File: src/rtl/uart_cmd_pkg.sv
// rtl/uart_cmd_pkg.sv - command codes, parser state type and length decode for the UART command frame parser
package uart_cmd_pkg;

  // Host command codes (ASCII letters).
  localparam logic [7:0] parSETIMG = 8'h53;  // 'S' select boot image
  localparam logic [7:0] parCRCIMG = 8'h43;  // 'C' compute image CRC
  localparam logic [7:0] parRDDATA = 8'h52;  // 'R' read flash data
  localparam logic [7:0] parERASE  = 8'h45;  // 'E' erase sector
  localparam logic [7:0] parGETST  = 8'h47;  // 'G' get status
  localparam logic [7:0] parSETADR = 8'h41;  // 'A' set address
  localparam logic [7:0] parVERIFY = 8'h56;  // 'V' verify image
  localparam logic [7:0] parWRDATA = 8'h4B;  // 'K' write flash data

  typedef enum logic [2:0] {
    IDLE = 3'd0,
    LEN  = 3'd1,
    DATA = 3'd2,
    CSUM = 3'd3,
    HOLD = 3'd4
  } state_t;

  // A LEN byte of zero stands for a full 256-byte payload.
  function automatic logic [8:0] frame_len(input logic [7:0] len_byte);
    return (len_byte == 8'h00) ? 9'd256 : {1'b0, len_byte};
  endfunction

  function automatic logic is_cmd(input logic [7:0] code);
    case (code)
      parSETIMG, parCRCIMG, parRDDATA, parERASE,
      parGETST, parSETADR, parVERIFY, parWRDATA: return 1'b1;
      default:                                   return 1'b0;
    endcase
  endfunction

endpackage

File: src/rtl/frame_payload_ram.sv
// rtl/frame_payload_ram.sv - simple dual-port payload buffer with registered read
// Ports:
//   clk    in   clock
//   rst_n  in   asynchronous active-low reset (read register only)
//   we     in   write enable
//   waddr  in   write address
//   wdata  in   write byte
//   raddr  in   read address
//   rdata  out  read byte, one cycle after raddr
module frame_payload_ram #(
  parameter int DEPTH = 256,
  parameter int AW    = $clog2(DEPTH)
) (
  input  logic          clk,
  input  logic          rst_n,
  input  logic          we,
  input  logic [AW-1:0] waddr,
  input  logic [7:0]    wdata,
  input  logic [AW-1:0] raddr,
  output logic [7:0]    rdata
);

  logic [7:0] mem [DEPTH];

  // Array kept free of reset so it maps onto block RAM.
  always_ff @(posedge clk) begin
    if (we) begin
      mem[waddr] <= wdata;
    end
  end

  always_ff @(posedge clk or negedge rst_n) begin
    if (!rst_n) begin
      rdata <= 8'h00;
    end else begin
      rdata <= mem[raddr];
    end
  end

endmodule

File: src/rtl/uart_cmd_frame_parser.sv
// rtl/uart_cmd_frame_parser.sv - assembles and checks CMD,LEN,payload,CSUM host frames from the UART byte stream
// Ports:
//   inclk      in   system clock
//   rst_n      in   asynchronous active-low reset
//   rx_data    in   received byte
//   rx_valid   in   rx_data strobe
//   rx_err     in   framing/parity error strobe for the current byte
//   frm_valid  out  checked frame held for the executor
//   frm_ack    in   executor consumed the frame
//   frm_cmd    out  command code of the held frame
//   frm_len    out  payload length 1..256
//   buf_raddr  in   payload read address
//   buf_rdata  out  payload byte, 1-cycle latency
//   err_csum   out  pulse: checksum mismatch
//   err_tout   out  pulse: inter-byte timeout or rx_err inside a frame
//   err_cmd    out  pulse: unknown command or length too large
//   err_ovr    out  pulse: byte dropped while holding a frame
//   busy       out  parser not idle
module uart_cmd_frame_parser
  import uart_cmd_pkg::*;
#(
  parameter int CLOCK      = 50_000_000,
  parameter int BAUD       = 115_200,
  parameter int NUMBER     = 256,
  parameter int RX_TIMEOUT = 2
) (
  input  logic       inclk,
  input  logic       rst_n,
  input  logic [7:0] rx_data,
  input  logic       rx_valid,
  input  logic       rx_err,
  output logic       frm_valid,
  input  logic       frm_ack,
  output logic [7:0] frm_cmd,
  output logic [8:0] frm_len,
  input  logic [7:0] buf_raddr,
  output logic [7:0] buf_rdata,
  output logic       err_csum,
  output logic       err_tout,
  output logic       err_cmd,
  output logic       err_ovr,
  output logic       busy
);

  // Idle limit: RX_TIMEOUT character times of 10 bits each.
  localparam int             TOUT_LIMIT = RX_TIMEOUT * 10 * (CLOCK / BAUD);
  localparam int             TW         = $clog2(TOUT_LIMIT + 1);
  localparam logic [TW-1:0]  TOUT_MAX   = TW'(TOUT_LIMIT);
  localparam int             AW         = $clog2(NUMBER);
  localparam logic [9:0]     NUM_MAX    = 10'(NUMBER);

  state_t        state_q, state_d;
  logic [8:0]    cnt_q, cnt_d;
  logic [8:0]    len_q, len_d;
  logic [7:0]    cmd_q, cmd_d;
  logic [7:0]    sum_q, sum_d;
  logic [TW-1:0] tout_q, tout_d;
  logic          frm_valid_q;
  logic          err_csum_q, err_tout_q, err_cmd_q, err_ovr_q;

  logic          e_csum, e_tout, e_cmd, e_ovr;
  logic          in_frame;
  logic          ram_we;
  logic [8:0]    dec_len;
  logic [7:0]    sum_plus;

  assign in_frame = (state_q == LEN) || (state_q == DATA) || (state_q == CSUM);
  assign dec_len  = frame_len(rx_data);
  assign sum_plus = sum_q + rx_data;

  always_comb begin
    state_d = state_q;
    cnt_d   = cnt_q;
    len_d   = len_q;
    cmd_d   = cmd_q;
    sum_d   = sum_q;
    e_csum  = 1'b0;
    e_tout  = 1'b0;
    e_cmd   = 1'b0;
    e_ovr   = 1'b0;
    ram_we  = 1'b0;

    // Counter saturates at the limit; an arriving byte always clears it,
    // so a byte coinciding with expiry is accepted.
    if (!in_frame || rx_valid) begin
      tout_d = '0;
    end else if (tout_q != TOUT_MAX) begin
      tout_d = tout_q + 1'b1;
    end else begin
      tout_d = tout_q;
    end

    case (state_q)
      IDLE: begin
        if (rx_valid) begin
          if (is_cmd(rx_data)) begin
            cmd_d   = rx_data;
            sum_d   = rx_data;
            cnt_d   = '0;
            state_d = LEN;
          end else begin
            e_cmd = 1'b1;
          end
        end
      end
      LEN, DATA, CSUM: begin
        if (rx_err) begin
          e_tout  = 1'b1;
          state_d = IDLE;
        end else if (rx_valid) begin
          if (state_q == LEN) begin
            len_d = dec_len;
            if ({1'b0, dec_len} > NUM_MAX) begin
              e_cmd   = 1'b1;
              state_d = IDLE;
            end else begin
              sum_d   = sum_plus;
              cnt_d   = '0;
              state_d = DATA;
            end
          end else if (state_q == DATA) begin
            ram_we = 1'b1;
            sum_d  = sum_plus;
            if (cnt_q == len_q - 9'd1) begin
              state_d = CSUM;
            end else begin
              cnt_d = cnt_q + 9'd1;
            end
          end else begin
            if (sum_plus == 8'hFF) begin
              state_d = HOLD;
            end else begin
              e_csum  = 1'b1;
              state_d = IDLE;
            end
          end
        end else if (tout_q == TOUT_MAX) begin
          e_tout  = 1'b1;
          state_d = IDLE;
        end
      end
      HOLD: begin
        // Bytes are dropped here even when the ack lands on the same cycle.
        if (rx_valid) begin
          e_ovr = 1'b1;
        end
        if (frm_ack) begin
          state_d = IDLE;
        end
      end
      default: state_d = IDLE;
    endcase
  end

  always_ff @(posedge inclk or negedge rst_n) begin
    if (!rst_n) begin
      state_q     <= IDLE;
      cnt_q       <= '0;
      len_q       <= '0;
      cmd_q       <= '0;
      sum_q       <= '0;
      tout_q      <= '0;
      frm_valid_q <= 1'b0;
      err_csum_q  <= 1'b0;
      err_tout_q  <= 1'b0;
      err_cmd_q   <= 1'b0;
      err_ovr_q   <= 1'b0;
    end else begin
      state_q     <= state_d;
      cnt_q       <= cnt_d;
      len_q       <= len_d;
      cmd_q       <= cmd_d;
      sum_q       <= sum_d;
      tout_q      <= tout_d;
      frm_valid_q <= (state_d == HOLD);
      err_csum_q  <= e_csum;
      err_tout_q  <= e_tout;
      err_cmd_q   <= e_cmd;
      err_ovr_q   <= e_ovr;
    end
  end

  frame_payload_ram #(
    .DEPTH (NUMBER),
    .AW    (AW)
  ) u_ram (
    .clk   (inclk),
    .rst_n (rst_n),
    .we    (ram_we),
    .waddr (cnt_q[AW-1:0]),
    .wdata (rx_data),
    .raddr (buf_raddr[AW-1:0]),
    .rdata (buf_rdata)
  );

  assign frm_valid = frm_valid_q;
  assign frm_cmd   = cmd_q;
  assign frm_len   = len_q;
  assign err_csum  = err_csum_q;
  assign err_tout  = err_tout_q;
  assign err_cmd   = err_cmd_q;
  assign err_ovr   = err_ovr_q;
  assign busy      = (state_q != IDLE);

endmodule
File: config.mk
export PLATFORM = sky130hd
export DESIGN_NAME = uart_cmd_frame_parser
export DESIGN_NICKNAME = d
export VERILOG_FILES = /design/src/rtl/uart_cmd_pkg.sv /design/src/rtl/frame_payload_ram.sv /design/src/rtl/uart_cmd_frame_parser.sv
export SDC_FILE = /design/constraint.sdc
export NUM_CORES = 2
export LEC_CHECK = 0
export CORE_ASPECT_RATIO = 0.6
export CORE_UTILIZATION = 55
export CTS_CLUSTER_SIZE = 10
export DETAILED_ROUTE_END_ITERATION = 8
export PLACE_DENSITY = 0.68
export SKIP_LAST_GASP = 1
export SYNTH_ARGS = -nofsm -noshare
export SYNTH_HDL_FRONTEND = slang
export SYNTH_SLANG_ARGS = --single-unit
export TNS_END_PERCENT = 5
File: constraint.sdc
create_clock -name inclk -period 4 [get_ports inclk]
set_input_delay 1 -clock inclk [delete_from_list [all_inputs] [get_ports inclk]]
set_output_delay 1 -clock inclk [all_outputs]
set_load 0.02 [all_outputs]
[Word level (Yosys, flattened, before mapping)]
Memories as Yosys holds them, arrays and structs flattened. A register that Yosys moved wholly into a read port is not among the register bits.
Index checks and enable logic that the tools add are counted.
Storage, ports and cells
  flip-flop bits (word level): 56
  bits in writable memories: 2048
  input bits: 21
  word-level logic and storage cells: 119
  memories kept: 1
Memory list
  u_ram.mem: depth 256, width 8, read ports 1, clocked after Yosys merged registers in 1, write ports 1, RTL line frame_payload_ram.sv:23  | logic [7:0] mem [DEPTH];
Operators by class
  add/subtract/negate cells: 4
  order comparisons: 1
  equal/unequal tests: 24
  muxes and demuxes: 61
  bitwise logic cells: 1
  reduce and logical (&&, ||, !) cells: 16
Operators by type and width (count)
  2-to-1 mux 9 bit: 9
  == test 8 x 7 -> 1 bit, second input constant: 8
  2-to-1 mux 8 bit: 7
  2-to-1 mux 3 bit: 10
  2-to-1 mux 1 bit: 28
  2-to-1 mux 14 bit: 2
  case mux 9 bit (2 select lines): 1
  case mux 8 bit (2 select lines): 1
  adder 14 x 1 -> 14 bit, second input constant: 1
  == test 14 bit, second input constant: 1
  inequality test 14 bit, second input constant: 1
  adder 9 x 1 -> 9 bit, second input constant: 1
  == test 9 bit: 1
  > comparator 9 bit, second input constant: 1
  inequality test 3 bit, second input constant: 3
  case mux 3 bit (3 select lines): 1
  subtractor 9 x 1 -> 9 bit, second input constant: 1
  adder 8 bit: 1
  == test 8 bit, second input constant: 1
  logical NOT 8 bit: 1
  inequality test 2 bit, second input constant: 4
  AND reduction 8 bit: 1
  OR reduction 8 bit: 1
  AND reduction 7 bit: 1
  other kinds (14): 20

[Longest topological paths before layout]
  word-level depth: 9
  depth in mapped cells: 11

[Modules after synthesis]
Synthesis repeated with hierarchy kept, for this count alone.
Second synthesis, totals
  cell total of the unflattened synthesis: 4127
  area, all modules: 83196.0 um2
By module, submodules not included
  frame_payload_ram: instances 1, cells each 3795, area an instance 80038.0 um2, seq. area each 61699.2 um2
  uart_cmd_frame_parser: instances 1, cells each 332, area an instance 3158.0 um2, seq. area each 1401.3 um2

[Worst setup path before layout]
OpenSTA, ideal clock, no wires.
  path type: input-to-reg
  start point: in rx_err
  end point: mem u_ram.mem[70][0], enable pin
  setup time: 0.370 ns
  arrival time: 3.039 ns
  setup slack: 0.591 ns
  cell stages on the path: 8
  path buffers: 2
  cells stage by stage: o21a_1 or3b_2 or3_1 buf_4 nor3b_4 nand2_1 buf_2 nor2_1
On the way
  cells in the longest elaborated chain, start to end: 4
Ends and longest elaborated chain
  start, declared: RTL line uart_cmd_frame_parser.sv:31  | input logic rx_err,
  2-to-1 mux 1 bit: RTL line uart_cmd_frame_parser.sv:107  | if (rx_err) begin
  2-to-1 mux 1 bit: RTL line uart_cmd_frame_parser.sv:93  | case (state_q)
  2-to-1 mux 1 bit: RTL line frame_payload_ram.sv:27  | if (we) begin
  2-to-1 mux 1 bit (implied by the code): RTL line frame_payload_ram.sv:28  | mem[waddr] <= wdata;
  end, declared: RTL line frame_payload_ram.sv:23
No other way between the ends.

==> metrics.yaml <==
yosys:
  ys_types: 68
  synth_area_sq_um: 82100
  synth_ff_type: "edfxtp_1"
  syn_inst: 3979
  ys_seq_area_share_pct: 76.9
  yosysWarningCount: 0
  syn_avg_cell_area_sq_um: 20.6
  synthArstFlopShare_pct: 3.03
  synth.net_count: 4015
  synth_seq_cells: 2112
  synth_edf_count: 2048
grt:
  grt_overflow_total: 0
  grt_pass1_vias: 42900
  grt_max_degree: 193
  grt_pass1_wl_mm: 316
  antenna_found_initial: 9
  grt.total_usage_pct: 30.1
finish:
  final_common_cell: "edfxtp_1"
  layout_common_cells: "2048 x edfxtp_1, 565 x buf_4, 480 x mux4_2"
  drive_gt1_share_pct: 30.0
  area_growth_pct: 16.7
  fill_cells: 9658
  fin_cells: 6733
  final_nets: 4693
power:
  powerDensity_nw_per_um2: 485
  peakVddDrop_uv: 411
  p_leak_nw: 31.3
timing:
  setup_viol: 0
  rsz0062_at_grt: "no"
  post-route-period-util_pct: 96.9
  setup_tns_ps: 0
  finalCriticalPeriod_ps: 3880
  fin_worst_skew_ps: 43.9
  hold_viol: 0
  final_max_slew_viol_count: 0
  tightestPinTransition_ps: 1270
  max_freq_mhz: 258
  relSlewSlack_pct: 14.7
cts:
  cts_tree: "built"
  cts-resized-gates: 0
  clk_latency_ps: 840
  cts_max_level: 4
  cts.sinks: 2112
  post-cts-setup-buffers: 0
  cts_hold_buf: 0
  root_buffer: "clkbuf_16"
  path_clk_slew_ps: 60
  cts_made_buffers: 229
  cts_buffer_depth: 3
critical_path:
  r2r-end: "u_ram.mem[230][1]"
  critPathKind: "primary input to flop"
  cp_max_fo: 16
  worstSetupStartpointType: "primary input"
  r2r_slack_ps: 590
  end_kind: "flop"
  cp-endpoint: "u_ram.rdata[6]"
  worstReg2RegStart: "state_q[1]"
  reg2reg_depth: 9
  cp-startpoint: "buf_raddr[2]"
  worst_ep_required_time_ps: 4720
  arrival_ps: 4600
route:
  firstDrtPassIters: 6
  antenna_left: 0
  drt_iter0_markers: 6386
  routed_wirelength_mm: 222
  vias: 44000
  routedWlPerCell_microns: 33.0
  avgViaCountPerCell: 6.54
  drc: 0
place:
  port_buffers: 51
  place.gp.congestion: 0.916
  place_inst: 6424
  dp_hpwl_mm: 141
run:
  maxCapViolCount: 0
floorplan:
  die_w_microns: 501
  die_h_microns: 301
  start_util_pct: 55.6
  die-area_sq_um: 151000
  rows: 109
  coreArea_sq_um: 148000
  ios: 52
run_status:
  status: "finished clean"
hold_path:
  hold_class: "primary input to async pin"
per-layer routing:
metal  global-route usage [%]  vias up  share of wire [%]
met2                     39.5     2890                 41
met5                    0.376        -              0.036
li1                         -    17800                  -
met1                     46.1    23000                 42
met3                     13.1      305                 15
met4                     7.36        4                2.0
logic make-up after synthesis:
group                    Yosys count  synth area share, %
AO/OA/AOI/OAI                    375                 3.13
XOR/XNOR                          32                0.341
adder cells (fa/ha/maj)           15                0.238
buffers and inverters            243                 1.42
flip-flops                      2112                 76.9
multiplexers                     610                 14.8
AND/OR/NAND/NOR                  592                 3.22
power by group:
| part | switching (W) | internal, W | leakage (nW) |
|---|---|---|---|
| clock network | 0.00797 | 0.0104 | 3.00 |
| logic | 0.00245 | 0.00112 | 9.07 |
| registers | 0.000167 | 0.0244 | 19.2 |
| total | 0.0106 | 0.0358 | 31.3 |
cells in the mapped netlist (all sizes together), types with 5 or more instances:
library cell | instances | share of area (%)
o2111ai | 7 | 0.075
nand3b | 5 | 0.046
inv | 15 | 0.069
mux2i | 116 | 1.4
or3 | 7 | 0.053
a221oi | 7 | 0.082
o211ai | 7 | 0.064
dfrtp | 64 | 2.0
nand3 | 32 | 0.20
clkbuf | 100 | 0.46
o22ai | 86 | 0.66
o21ai | 22 | 0.14
nor2b | 11 | 0.084
mux2 | 14 | 0.19
xnor2 | 14 | 0.15
xor2 | 18 | 0.19
nor3 | 20 | 0.14
ha | 14 | 0.21
edfxtp | 2048 | 75
and3 | 19 | 0.14
a21oi | 66 | 0.40
mux4 | 480 | 13
nor4 | 22 | 0.18
nand2 | 92 | 0.42
buf | 127 | 0.89
a22oi | 72 | 0.66
a22o | 20 | 0.21
o221ai | 17 | 0.18
nor2 | 335 | 1.5
and2 | 15 | 0.11
nand4 | 9 | 0.069
a211oi | 45 | 0.41
nand2b | 6 | 0.046
a31oi | 12 | 0.091
per-stage QoR:
step                      setup WS, ps  cell area [sq um]  total power, W  utilization, %  hold slack (ps)
after floorplan                    591              82100          0.0264               -              453
after global placement            -422              89600          0.0284            60.6              452
after detailed placement          -464              89600          0.0285            60.6              458
after CTS                          353              95700          0.0465            64.8              339
after global routing               139              95700          0.0475            64.8              375
final                              124              95800          0.0464            64.8              319
critical path, cell delays in order:
cell,delay (ps)
clkdlybuf4s50_1,570
buf_4,190
buf_4,300
or3_1,860
o22ai_1,310
nor2_1,400
and3_1,400
o22ai_1,280
nor3_1,240
area by class of cell:
class,instances,area (sq um),share of cell area (%)
sequential,2112,63100,65.9
multi-input combinational,1624,17900,18.7
clock buffer,279,6030,6.30
timing repair buffer,674,5970,6.23
tap,1998,2500,2.61
clock inverter,10,130,0.136
inverter,16,61.3,0.0640
antenna,20,50.0,0.0523
registers in the layout, summed over array words and instances, names as in the netlist:
name and cells:
tout_q 14, frm_cmd 8, err_csum 1, sum_q 8, u_ram.mem 2048, frm_len 9
err_ovr 1, cnt_q 9, state_q 3, err_cmd 1, frm_valid 1, err_tout 1
u_ram.rdata 8
worst min path at each step:
stage	startpoint	endpoint	slack (ps)	depth (start not counted)
finish	rst_n	frm_len[6]	320	1
global route	rst_n	frm_len[8]	370	1
CTS	rst_n	frm_len[8]	340	1
detailed placement	frm_cmd[6]	frm_cmd[6]	460	1
global placement	frm_cmd[6]	frm_cmd[6]	450	1
floorplan	sum_q[5]	sum_q[5]	450	2
(Power assumes the default switching activity.)
